## src/rtl/skin_bbox_locate.sv

```systemverilog
// Skin bounding-box locator: accumulates the box of skin pixels (mask == 0) over each frame,
// publishes it at the next frame edge and draws it onto the delayed RGB stream.
module skin_bbox_locate #(
    parameter int unsigned IMG_WIDTH_DATA = 24,
    parameter int unsigned COORD_W        = 11,
    parameter int unsigned CNT_W          = 21,
    parameter int unsigned MIN_PIXELS     = 64,
    parameter logic [IMG_WIDTH_DATA-1:0] BOX_COLOR = 24'hFF0000
) (
    input  logic                      pixelclk,
    input  logic                      reset_n,
    input  logic [IMG_WIDTH_DATA-1:0] i_binary,
    input  logic [IMG_WIDTH_DATA-1:0] i_rgb,
    input  logic                      i_hsync,
    input  logic                      i_vsync,
    input  logic                      i_de,
    output logic [IMG_WIDTH_DATA-1:0] o_rgb,
    output logic                      o_hsync,
    output logic                      o_vsync,
    output logic                      o_de,
    output logic [COORD_W-1:0]        box_x_min,
    output logic [COORD_W-1:0]        box_x_max,
    output logic [COORD_W-1:0]        box_y_min,
    output logic [COORD_W-1:0]        box_y_max,
    output logic                      box_found,
    output logic                      box_strobe
);

    localparam logic [COORD_W-1:0] COORD_MAX = '1;
    localparam logic [CNT_W-1:0]   CNT_MAX   = '1;

    typedef enum logic {ST_WAIT, ST_ACCUM} state_e;

    state_e                    state_q, state_d;
    logic [COORD_W-1:0]        x_cnt_q, x_cnt_d, y_cnt_q, y_cnt_d;
    logic [COORD_W-1:0]        acc_x_min_q, acc_x_min_d, acc_x_max_q, acc_x_max_d;
    logic [COORD_W-1:0]        acc_y_min_q, acc_y_min_d, acc_y_max_q, acc_y_max_d;
    logic [CNT_W-1:0]          pix_cnt_q, pix_cnt_d;
    logic [COORD_W-1:0]        box_x_min_q, box_x_min_d, box_x_max_q, box_x_max_d;
    logic [COORD_W-1:0]        box_y_min_q, box_y_min_d, box_y_max_q, box_y_max_d;
    logic                      box_found_q, box_found_d, box_strobe_q, box_strobe_d;
    logic [IMG_WIDTH_DATA-1:0] rgb_q, rgb_d;
    logic                      hsync_q, hsync_d, vsync_q, vsync_d, de_q, de_d;

    logic fe_c, de_fall_c, skin_c, acc_init_c, on_border_c, found_c;
    logic in_x_c, in_y_c;

    // vsync_q / de_q double as the previous-cycle values for edge detection
    assign fe_c      = i_vsync & ~vsync_q;
    assign de_fall_c = ~i_de & de_q;
    assign skin_c    = i_de & (i_binary == '0);
    assign found_c   = (pix_cnt_q >= CNT_W'(MIN_PIXELS));

    assign in_x_c = (x_cnt_q >= box_x_min_q) && (x_cnt_q <= box_x_max_q);
    assign in_y_c = (y_cnt_q >= box_y_min_q) && (y_cnt_q <= box_y_max_q);
    assign on_border_c = (((x_cnt_q == box_x_min_q) || (x_cnt_q == box_x_max_q)) && in_y_c) ||
                         (((y_cnt_q == box_y_min_q) || (y_cnt_q == box_y_max_q)) && in_x_c);

    always_comb begin
        state_d      = state_q;
        x_cnt_d      = x_cnt_q;
        y_cnt_d      = y_cnt_q;
        acc_x_min_d  = acc_x_min_q;
        acc_x_max_d  = acc_x_max_q;
        acc_y_min_d  = acc_y_min_q;
        acc_y_max_d  = acc_y_max_q;
        pix_cnt_d    = pix_cnt_q;
        box_x_min_d  = box_x_min_q;
        box_x_max_d  = box_x_max_q;
        box_y_min_d  = box_y_min_q;
        box_y_max_d  = box_y_max_q;
        box_found_d  = box_found_q;
        box_strobe_d = 1'b0;
        acc_init_c   = 1'b0;
        hsync_d      = i_hsync;
        vsync_d      = i_vsync;
        de_d         = i_de;
        rgb_d        = '0;

        // Saturating pixel coordinates
        if (i_de) begin
            if (x_cnt_q != COORD_MAX) x_cnt_d = x_cnt_q + COORD_W'(1);
        end else if (de_fall_c) begin
            x_cnt_d = '0;
        end
        if (fe_c) begin
            y_cnt_d = '0;
        end else if (de_fall_c && (y_cnt_q != COORD_MAX)) begin
            y_cnt_d = y_cnt_q + COORD_W'(1);
        end

        if (i_de) rgb_d = (box_found_q && on_border_c) ? BOX_COLOR : i_rgb;

        case (state_q)
            ST_WAIT: begin
                if (fe_c) begin
                    state_d    = ST_ACCUM;
                    acc_init_c = 1'b1;
                end
            end
            ST_ACCUM: begin
                if (fe_c) begin
                    box_strobe_d = 1'b1;
                    box_found_d  = found_c;
                    box_x_min_d  = found_c ? acc_x_min_q : '0;
                    box_x_max_d  = found_c ? acc_x_max_q : '0;
                    box_y_min_d  = found_c ? acc_y_min_q : '0;
                    box_y_max_d  = found_c ? acc_y_max_q : '0;
                    acc_init_c   = 1'b1;
                end else if (skin_c) begin
                    if (x_cnt_q < acc_x_min_q) acc_x_min_d = x_cnt_q;
                    if (x_cnt_q > acc_x_max_q) acc_x_max_d = x_cnt_q;
                    if (y_cnt_q < acc_y_min_q) acc_y_min_d = y_cnt_q;
                    if (y_cnt_q > acc_y_max_q) acc_y_max_d = y_cnt_q;
                    if (pix_cnt_q != CNT_MAX) pix_cnt_d = pix_cnt_q + CNT_W'(1);
                end
            end
            default: state_d = ST_WAIT;
        endcase

        if (acc_init_c) begin
            acc_x_min_d = COORD_MAX;
            acc_y_min_d = COORD_MAX;
            acc_x_max_d = '0;
            acc_y_max_d = '0;
            pix_cnt_d   = '0;
        end
    end

    always_ff @(posedge pixelclk or negedge reset_n) begin
        if (!reset_n) begin
            state_q      <= ST_WAIT;
            x_cnt_q      <= '0;
            y_cnt_q      <= '0;
            acc_x_min_q  <= '1;
            acc_x_max_q  <= '0;
            acc_y_min_q  <= '1;
            acc_y_max_q  <= '0;
            pix_cnt_q    <= '0;
            box_x_min_q  <= '0;
            box_x_max_q  <= '0;
            box_y_min_q  <= '0;
            box_y_max_q  <= '0;
            box_found_q  <= 1'b0;
            box_strobe_q <= 1'b0;
            rgb_q        <= '0;
            hsync_q      <= 1'b0;
            vsync_q      <= 1'b0;
            de_q         <= 1'b0;
        end else begin
            state_q      <= state_d;
            x_cnt_q      <= x_cnt_d;
            y_cnt_q      <= y_cnt_d;
            acc_x_min_q  <= acc_x_min_d;
            acc_x_max_q  <= acc_x_max_d;
            acc_y_min_q  <= acc_y_min_d;
            acc_y_max_q  <= acc_y_max_d;
            pix_cnt_q    <= pix_cnt_d;
            box_x_min_q  <= box_x_min_d;
            box_x_max_q  <= box_x_max_d;
            box_y_min_q  <= box_y_min_d;
            box_y_max_q  <= box_y_max_d;
            box_found_q  <= box_found_d;
            box_strobe_q <= box_strobe_d;
            rgb_q        <= rgb_d;
            hsync_q      <= hsync_d;
            vsync_q      <= vsync_d;
            de_q         <= de_d;
        end
    end

    assign o_rgb      = rgb_q;
    assign o_hsync    = hsync_q;
    assign o_vsync    = vsync_q;
    assign o_de       = de_q;
    assign box_x_min  = box_x_min_q;
    assign box_x_max  = box_x_max_q;
    assign box_y_min  = box_y_min_q;
    assign box_y_max  = box_y_max_q;
    assign box_found  = box_found_q;
    assign box_strobe = box_strobe_q;

endmodule
```

## config.mk

```make
export PLATFORM = sky130hd
export DESIGN_NAME = skin_bbox_locate
export DESIGN_NICKNAME = d
export VERILOG_FILES = /design/src/rtl/skin_bbox_locate.sv
export SDC_FILE = /design/constraint.sdc
export NUM_CORES = 1
export LEC_CHECK = 0
export ABC_AREA = 1
export CAP_MARGIN = 10
export CORE_AREA = 2 2 160 146
export DETAILED_ROUTE_END_ITERATION = 8
export DIE_AREA = 0 0 162 148
export HOLD_SLACK_MARGIN = 0.06
export PLACE_DENSITY = 0.61
export SETUP_SLACK_MARGIN = 0.5
export SLEW_MARGIN = 40
export SYNTH_ARGS = -nofsm -noshare
export SYNTH_HDL_FRONTEND = slang
export SYNTH_SLANG_ARGS = --single-unit
```

## constraint.sdc

```tcl
create_clock -name pixelclk -period 3.3 [get_ports pixelclk]
set_input_delay 0.33 -clock pixelclk [delete_from_list [all_inputs] [get_ports pixelclk]]
set_output_delay 0.33 -clock pixelclk [all_outputs]
set_load 0.005 [all_outputs]
```

==> impl_metrics.yaml, run 1 <==
status:
  status: "complete, no violations"
pwr:
  clkPwrFrac_pct: 35.1
  seq_power_share_pct: 41.7
  power_switching_mw: 1.747
  power_leakage_nw: 5.666
  power_frac_comb_pct: 23.2
  ir_drop_mv: 0.3491
  p_sw_share_pct: 31.56
  p_int_mw: 3.789
  p_per_area_mw_per_mm2: 476.4
  total_power_mw: 5.536
global_routing:
  grt_pass1_vias: 7808
  antenna_found_initial: 0
  grt_max_degree: 65
  gr-usage-all-layers_pct: 20.73
  grt_pass1_wl_mm: 39.75
  overflow: 0
floorplan:
  core-area_mm2: 0.02225
  num_rows: 52
  die_w_um: 162
  initial_utilization_pct: 42.48
  die_h_um: 148
  io_pins: 126
  dieArea_mm2: 0.02398
cts:
  root_buffer: "clkbuf_16"
  clock_latency_ns: 0.43
  clock_sinks: 161
  cts_setup_buffers: 0
  tritoncts: "built"
  cts_buffer_depth: 2
  cts.clk_slew.worst_paths_ns: 0.07
  htree_levels: 4
  cts_made_buffers: 17
synth:
  yosys.area.top_type: "dfrtp_1"
  ys_seq_elements: 161
  async_reset_ff_share_pct: 100.0
  avgSynthCellArea_um2: 8.184
  yosys-top-cells-area: "dfrtp_1 (37%), ha_1 (12%), nand2_1 (8.9%)"
  ys_seq_area_share_pct: 42.91
  netlist_area_mm2: 0.009453
  ys.warnings.count: 0
  synth.distinct_cells: 38
  synth_top_area_share_pct: 36.80
  synthCells: 1155
  synth_nets: 1298
  synth_top_flop_cell: "dfrtp_1"
  synth-edff-count: 0
cells_and_area:
  drive_gt1_share_pct: 8.037
  syn2layout_area_growth_pct: 22.94
  layout_commonest_cell: "nand2_1"
  final_cell_mix: "nand2_1 (223), inv_1 (202), dfrtp_1 (139)"
  instances_no_fill: 1591
  num_antenna_cells: 0
  nNetsFinal: 1424
route:
  postRouteAntennaNets: 0
  via_per_inst: 5.045
  first_pass_iters: 5
  vias: 8027
  drc: 0
  wire_per_inst_um: 15.02
  wl_mm: 23.89
  drt_iter0_drc: 422
timing:
  hold_ws_ns: 0.3377
  setup_violations: 0
  maxSlewViolCount: 0
  period_minus_slack_ns: 2.447
  worst_slew_pin_slew_ns: 0.6702
  tns_ns: 0
  hold_violations: 0
  period_share_pct: 74.14
  timing.fmax_mhz: 408.7
  timing.slew.headroom_pct: 55.32
  rsz0062_at_grt: "false"
  finClkSkew_ns: 0.01201
  worst_slack_ns: 0.8534
worst_setup_path:
  r2r_cells: 8
  worst_setup_path_start_kind: "register"
  cp_max_fo: 12
  critical_path_required_ns: 3.60
  crit_path_end_kind: "register"
  crit_start: "x_cnt_q[1]"
  setup.worst_path.end: "x_cnt_q[9]"
  criticalPathCategory: "register to register"
  r2r_start: "x_cnt_q[1]"
  rr_endpoint: "x_cnt_q[9]"
  critPathArrivalTime_ns: 2.75
  rrSetupSlack_ns: 0.85
place:
  place_inst: 1558
  place_congestion: 0.8659
  portBuffers: 125
  place_ws_ns: 0.7001
  hpwlAfterDp_mm: 17.50
min_path:
  hold_class: "primary input to register"
  hp-start: "i_hsync"
  hold_path_depth: 1
job:
  cap_violations: 0
## final cells by class
type | instances | area (um^2)
fill | 2136 | 10630
multi-input combinational | 753 | 4451
sequential | 161 | 4056
timing repair buffer | 143 | 1403
inverter | 205 | 770.7
clock buffer | 18 | 439.2
tap | 297 | 371.6
clock inverter | 14 | 130.1
## critical path, stage by stage (launching register included)
cell	delay, ns
dfrtp_1	0.63
ha_1	0.28
nand2_1	0.11
nor4_2	0.44
nand4_1	0.14
nand2_1	0.18
nand2_1	0.31
nand2_1	0.16
o21ai_2	0.06
## what timing repair did
item / in CTS / in global routing
resized for setup: 0 / 0
setup endpoints to repair: 0 / 0
hold endpoints to repair: 46 / 0
hold buffers: 1 / 0
## kinds of logic after synthesis
kind of cell | after synthesis | share of synthesized area [%]
and+or+nand+nor | 467 | 22.16
buffers and inverters | 241 | 10.15
AOI/OAI and AO/OA | 170 | 10.46
DFF | 161 | 42.91
adders and majority gates | 90 | 11.91
xor gates and xnor gates | 26 | 2.409
## synthesized netlist by cell type, types with 2 or more instances
library cell and n:
a21oi_1 44, buf_1 5, buf_2 7, buf_4 4, buf_6 4, clkbuf_1 16
dfrtp_1 139, dfstp_2 22, ha_1 90, inv_1 203, nand2_1 223, nand2_2 3
nand2_4 2, nand3_1 81, nand3b_1 3, nand4_1 51, nor2_1 75, nor2_2 3
nor3_1 19, nor3_2 2, nor4_1 2, nor4_2 2, o21a_1 2, o21ai_0 54
o21ai_1 4, o21ai_2 14, o22ai_1 46, xnor2_1 5, xor2_1 21
## per-layer routing
metal | global-route usage (%) | up-vias | wire length, um
met2 | 33.26 | 180 | 11020
met5 | 0 | - | 0
met3 | 3.928 | 21 | 1010
li1 | - | 4062 | -
met1 | 29.40 | 3764 | 11520
met4 | 4.292 | 0 | 342
## power groups by stage
stage          registers [mW]  logic [mW]  clock network (mW)
2_1_floorplan            2.29       0.760                   0
3_3_place_gp             2.34        1.27                   0
3_5_place_dp             2.34        1.29                   0
4_1_cts                  2.31        1.30                1.98
5_1_grt                  2.33        1.47                2.06
6_report                 2.31        1.29                1.94
## state kept, by name (all words and copies together), names as in the netlist
| name | cells |
|---|---|
| state_q | 1 |
| acc_x_min_q | 11 |
| y_cnt_q | 11 |
| box_y_min | 11 |
| box_y_max | 11 |
| box_found | 1 |
| o_de | 1 |
| x_cnt_q | 11 |
| acc_x_max_q | 11 |
| pix_cnt_q | 21 |
| acc_y_max_q | 11 |
| o_hsync | 1 |
| o_rgb | 24 |
| box_strobe | 1 |
| acc_y_min_q | 11 |
| box_x_min | 11 |
| o_vsync | 1 |
| box_x_max | 11 |
## metrics by stage
stage / cell area [um^2] / utilization [%]
CTS: 11620 / 52.23
finish: 11620 / 52.23
detailed placement: 11040 / 49.62
global placement: 11040 / 49.62
global route: 11620 / 52.23
floorplan: 9453 / -
## how the worst min path moves through the flow
stage	end	slack (ns)
2_1_floorplan	acc_x_max_q[0]	0.03
3_3_place_gp	box_x_min[4]	0.35
3_5_place_dp	box_x_min[4]	0.35
4_1_cts	o_hsync	0.33
5_1_grt	o_hsync	0.33
6_report	o_hsync	0.34
No activity file was read; power rests on OpenSTA's default activity.
==> run 2: changes to the inputs <==
- PLACE_DENSITY: 0.61 -> 0.64
- clock period: 3.3 -> 2.02 ns (I/O delays scaled with it)
==> run 2 against run 1 <==
The flow now finishes with violations (negative setup slack). Critical path type unchanged. Via count up 17%. Flip-flop and latch count did not move. Clock power grew 80%. Largest cell class unchanged.
==> impl_metrics.yaml, run 2 (synthesis gave the netlist of run 1 again) <==
timing:
  worst_slew_pin_slew_ns: 0.5874
  hold_violations: 0
  timing.fmax_mhz: 482.7
  timing.slew.headroom_pct: 60.84
  period_minus_slack_ns: 2.072
  worst_slack_ns: -0.05159
  setup_violations: 24
  tns_ns: -0.5967
  period_share_pct: 102.6
  rsz0062_at_grt: "true"
  maxSlewViolCount: 0
  finClkSkew_ns: 0.01436
floorplan:
  initial_utilization_pct: 42.48
  io_pins: 126
  num_rows: 52
  core-area_mm2: 0.02225
  dieArea_mm2: 0.02398
  die_w_um: 162
  die_h_um: 148
cts:
  clock_latency_ns: 0.43
  tritoncts: "built"
  cts_buffer_depth: 2
  htree_levels: 4
  clock_sinks: 161
  cts_made_buffers: 17
  cts.clk_slew.worst_paths_ns: 0.07
  root_buffer: "clkbuf_16"
worst_setup_path:
  critPathArrivalTime_ns: 2.43
  critical_path_required_ns: 2.38
  criticalPathCategory: "register to register"
  cp_max_fo: 8
  worst_setup_path_start_kind: "register"
  crit_path_end_kind: "register"
pwr:
  ir_drop_mv: 0.5190
  power_leakage_nw: 6.917
  p_per_area_mw_per_mm2: 740.6
  total_power_mw: 10.94
cells_and_area:
  layout_commonest_cell: "nand2_1"
  syn2layout_area_growth_pct: 56.20
  drive_gt1_share_pct: 35.11
  fill_cells: 1736
  largest_reg_flops: 24
  nNetsFinal: 1591
  final_cell_mix: "nand2_1 (184), inv_1 (183), clkdlybuf4s50_1 (122)"
global_routing:
  overflow: 0
  grt_pass1_vias: 8979
  antenna_found_initial: 1
  grt_max_degree: 55
  gr-usage-all-layers_pct: 24.57
  grt_pass1_wl_mm: 46.23
route:
  drc: 0
  postRouteAntennaNets: 0
  wire_per_inst_um: 17.54
  wl_mm: 30.85
  vias: 9380
  via_per_inst: 5.333
  first_pass_iters: 5
  drt_iter0_drc: 646
place:
  hpwlAfterDp_mm: 19.68
  place_congestion: 0.9092
  portBuffers: 125
status:
  failed_checks: "negative setup slack"
  status: "finished, violations left"
min_path:
  hold_class: "primary input to register"
job:
  cap_violations: 0
run 2: changes by cell type in the layout (fill, tap and decap cells not counted), moves of 26 or more:
cell | previous run | this run
buf_4 | 16 | 119
buf_6 | 1 | 41
nand2_1 | 223 | 184
ha_1 | 90 | 55
ha_4 | 0 | 34
o21ai_0 | 54 | 23
o22ai_1 | 46 | 15
o22ai_2 | 0 | 27
o21ai_2 | 14 | 40
run 2: worst paths after layout:
| check | cells past startpoint | slack, ns | endpoint | startpoint |
|---|---|---|---|---|
| min in group asynchronous | 2 | 0.30 | o_vsync | reset_n |
| worst min register to register | 2 | 0.48 | acc_y_min_q[3] | acc_y_min_q[3] |
| worst max-delay path | 11 | -0.05 | o_rgb[21] | x_cnt_q[8] |
| worst min-delay path | 1 | 0.21 | o_hsync | i_hsync |
| max in group asynchronous | 3 | 0.98 | acc_y_min_q[5] | reset_n |
| worst max register to register | 11 | -0.05 | o_rgb[21] | x_cnt_q[8] |
run 2: repair_timing:
action / CTS / global route
gates resized for setup: 144 / 186
hold endpoints to repair: 36 / 0
hold buffers: 1 / 0
buffers inserted: 35 / 19
pin swaps: 58 / 113
gates cloned: 10 / 4
setup endpoints to repair: 172 / 188
run 2: per-stage QoR:
stage	util [%]	cells	setup slack [ns]	hold WS, ns	instance area, um^2
after global placement	54.01	1657	-0.2259	0.1972	12020
final	66.36	1759	-0.05159	0.2052	14770
after floorplan	-	1155	0.2594	-0.09359	9667
after detailed placement	54.01	1657	-0.2491	0.2059	12020
after global routing	66.36	1759	-0.09750	0.2050	14770
after CTS	61.85	1735	0.06452	0.2005	13760
run 2: routing by layer:
layer,vias to the layer above,routed length (um),GRT usage [%]
li1,4418,-,-
met1,4582,13330,33.85
met2,324,15020,39.91
met3,56,1774,3.984
met4,0,721,7.478
met5,-,0,0
run 2: layout make-up:
cell class	instances	area [um^2]	area share (%)
Multi-Input combinational cell	756	5841	39.56
Inverter	205	789.5	5.347
Sequential cell	161	4080	27.63
Clock inverter	14	188.9	1.280
Tap cell	297	371.6	2.517
Clock buffer	18	439.2	2.974
Timing Repair Buffer	306	3044	20.62
Antenna cell	1	2.502	0.01695
Timing Repair inverter	1	8.758	0.05932
run 2: worst max-delay path, stage by stage (launching register included):
cell and delay [ns]:
dfrtp_2 0.47, buf_6 0.15, ha_1 0.29, nand4_1 0.21, nor2_1 0.18, nor2_1 0.06, nand2_1 0.07, nand3_2 0.11
nand2_4 0.10, nand2_4 0.08, buf_8 0.16, a21oi_2 0.12
run 2: report_power, final:
group	leakage (nW)	switching (mW)	total, mW	internal, mW
Clock	0.302	1.40	3.50	2.10
Combinational	4.55	1.94	3.77	1.83
Sequential	2.06	0.161	3.67	3.50
==> run 3: changes to the inputs <==
- PLACE_DENSITY: 0.64 -> 0.61
- clock period: 2.02 -> 2.6 ns (I/O delays scaled with it)
==> run 3 against run 2 <==
The run now ends clean. Clock-buffer cell count is 1 lower. Global-route usage fell by 3.3 points. Hold slack gained 0.062 ns. Combinational power shrank 47%. Highest routed layer unchanged.
==> impl_metrics.yaml, run 3 (synthesis gave the netlist of run 1 again) <==
worst_setup_path:
  crit_path_end_kind: "register"
  r2r_cells: 11
  rrSetupSlack_ns: 0.57
  worst_setup_path_start_kind: "register"
  critPathArrivalTime_ns: 2.35
  crit_start: "x_cnt_q[0]"
  setup.worst_path.end: "o_rgb[8]"
  critical_path_required_ns: 2.93
  r2r_start: "x_cnt_q[0]"
  rr_endpoint: "o_rgb[8]"
  criticalPathCategory: "register to register"
  cp_max_fo: 8
global_routing:
  grt_pass1_vias: 7968
  grt_max_degree: 59
  grt_pass1_wl_mm: 40.68
  gr-usage-all-layers_pct: 21.23
  antenna_found_initial: 0
  overflow: 0
timing:
  period_share_pct: 77.92
  worst_slew_pin_slew_ns: 0.5397
  timing.slew.headroom_pct: 64.02
  tns_ns: 0
  finClkSkew_ns: 0.01549
  timing.fmax_mhz: 493.6
  maxSlewViolCount: 0
  hold_violations: 0
  rsz0062_at_grt: "false"
  period_minus_slack_ns: 2.026
  setup_violations: 0
cts:
  clock_sinks: 161
  cts_made_buffers: 17
  root_buffer: "clkbuf_16"
  clock_latency_ns: 0.43
  cts_buffer_depth: 2
  tritoncts: "built"
  cts.clk_slew.worst_paths_ns: 0.07
  htree_levels: 4
place:
  place_congestion: 0.8544
  placed_area_mm2: 0.01114
  portBuffers: 125
  hpwlAfterDp_mm: 17.82
route:
  first_pass_iters: 5
  postRouteAntennaNets: 0
  via_per_inst: 5.070
  drc: 0
  wire_per_inst_um: 15.33
  wl_mm: 25.15
  vias: 8320
  drt_iter0_drc: 576
floorplan:
  dieArea_mm2: 0.02398
  die_w_um: 162
  num_rows: 52
  initial_utilization_pct: 42.48
  io_pins: 126
  die_h_um: 148
  core-area_mm2: 0.02225
cells_and_area:
  multiInputGateArea_mm2: 0.004631
  layout_commonest_cell: "nand2_1"
  num_antenna_cells: 0
  fill_cells: 2062
  drive_gt1_share_pct: 15.18
  final_cell_mix: "nand2_1 (215), inv_1 (198), clkdlybuf4s50_1 (124)"
  fin_area_mm2: 0.01226
  seqCellArea_mm2: 0.004080
  nNetsFinal: 1474
  largest_reg_flops: 24
  syn2layout_area_growth_pct: 29.68
status:
  status: "complete, no violations"
min_path:
  hold_class: "primary input to register"
pwr:
  total_power_mw: 7.327
  power_leakage_nw: 5.927
  ir_drop_mv: 0.3588
  p_per_area_mw_per_mm2: 597.8
job:
  cap_violations: 0
run 3: cell types whose count changed in the layout (fill, tap and decap cells not counted), sizes merged, moves of 3 or more:
cell,previous run,this run
clkinv,9,4
buf,181,68
clkbuf,20,17
inv,204,212
bufinv,4,0
nand2,231,228
run 3: worst min-delay path by stage:
stage / startpoint / end / slack [ns] / cells after the start
after floorplan: reset_n / acc_x_max_q[0] / -0.04 / 0
after global placement: reset_n / box_x_min[2] / 0.25 / 1
after detailed placement: reset_n / box_x_min[2] / 0.26 / 1
after CTS: i_hsync / o_hsync / 0.26 / 1
after global routing: i_hsync / o_hsync / 0.25 / 1
final: i_hsync / o_hsync / 0.27 / 1
run 3: routing by layer:
layer | track usage, % | vias up | share of wire (%)
met2 | 34.87 | 200 | 48
met3 | 3.900 | 32 | 4.6
li1 | - | 4153 | -
met5 | 0 | - | 0
met4 | 5.398 | 0 | 1.5
met1 | 29.05 | 3935 | 46
run 3: stage by stage:
| step | setup WS [ns] | instances | utilization (%) | hold WS [ns] |
|---|---|---|---|---|
| final | 0.5741 | 1641 | 55.09 | 0.2672 |
| after global routing | 0.4967 | 1641 | 55.09 | 0.2482 |
| after CTS | 0.5045 | 1620 | 53.53 | 0.2578 |
| after detailed placement | 0.1870 | 1570 | 50.08 | 0.2555 |
| after global placement | 0.2062 | 1570 | 50.08 | 0.2540 |
| after floorplan | 0.6918 | 1155 | - | -0.03559 |
run 3: timing repair:
action | CTS | global route
cloned | 1 | 0
hold endpoints to repair | 36 | 0
hold buffers | 1 | 0
buffers inserted | 16 | 21
gates resized for setup | 24 | 48
pin swaps | 1 | 17
endpoints found under the setup margin | 68 | 85
run 3: worst max-delay path: stages, from the launching register on:
cell,delay [ns]
dfrtp_2,0.45
clkinvlp_4,0.18
buf_4,0.20
ha_1,0.27
nand4_1,0.16
o21ai_2,0.13
nand3_2,0.08
nand2_2,0.09
nand2_4,0.09
nand2_4,0.10
buf_8,0.13
nor2_1,0.04
run 3: cell type report:
type / instances / area share, %
multi-input combinational: 753 / 37.78
sequential: 161 / 33.29
timing repair buffer: 193 / 14.92
inverter: 205 / 6.318
clock buffer: 17 / 3.470
tap: 297 / 3.032
clock inverter: 15 / 1.194
run 3: power by group:
| group | switching (mW) | internal [mW] | leakage [nW] |
|---|---|---|---|
| Sequential | 0.167 | 2.72 | 2.06 |
| Clock | 1.19 | 1.28 | 0.275 |
| Combinational | 1.09 | 0.888 | 3.59 |
| Total | 2.44 | 4.89 | 5.93 |
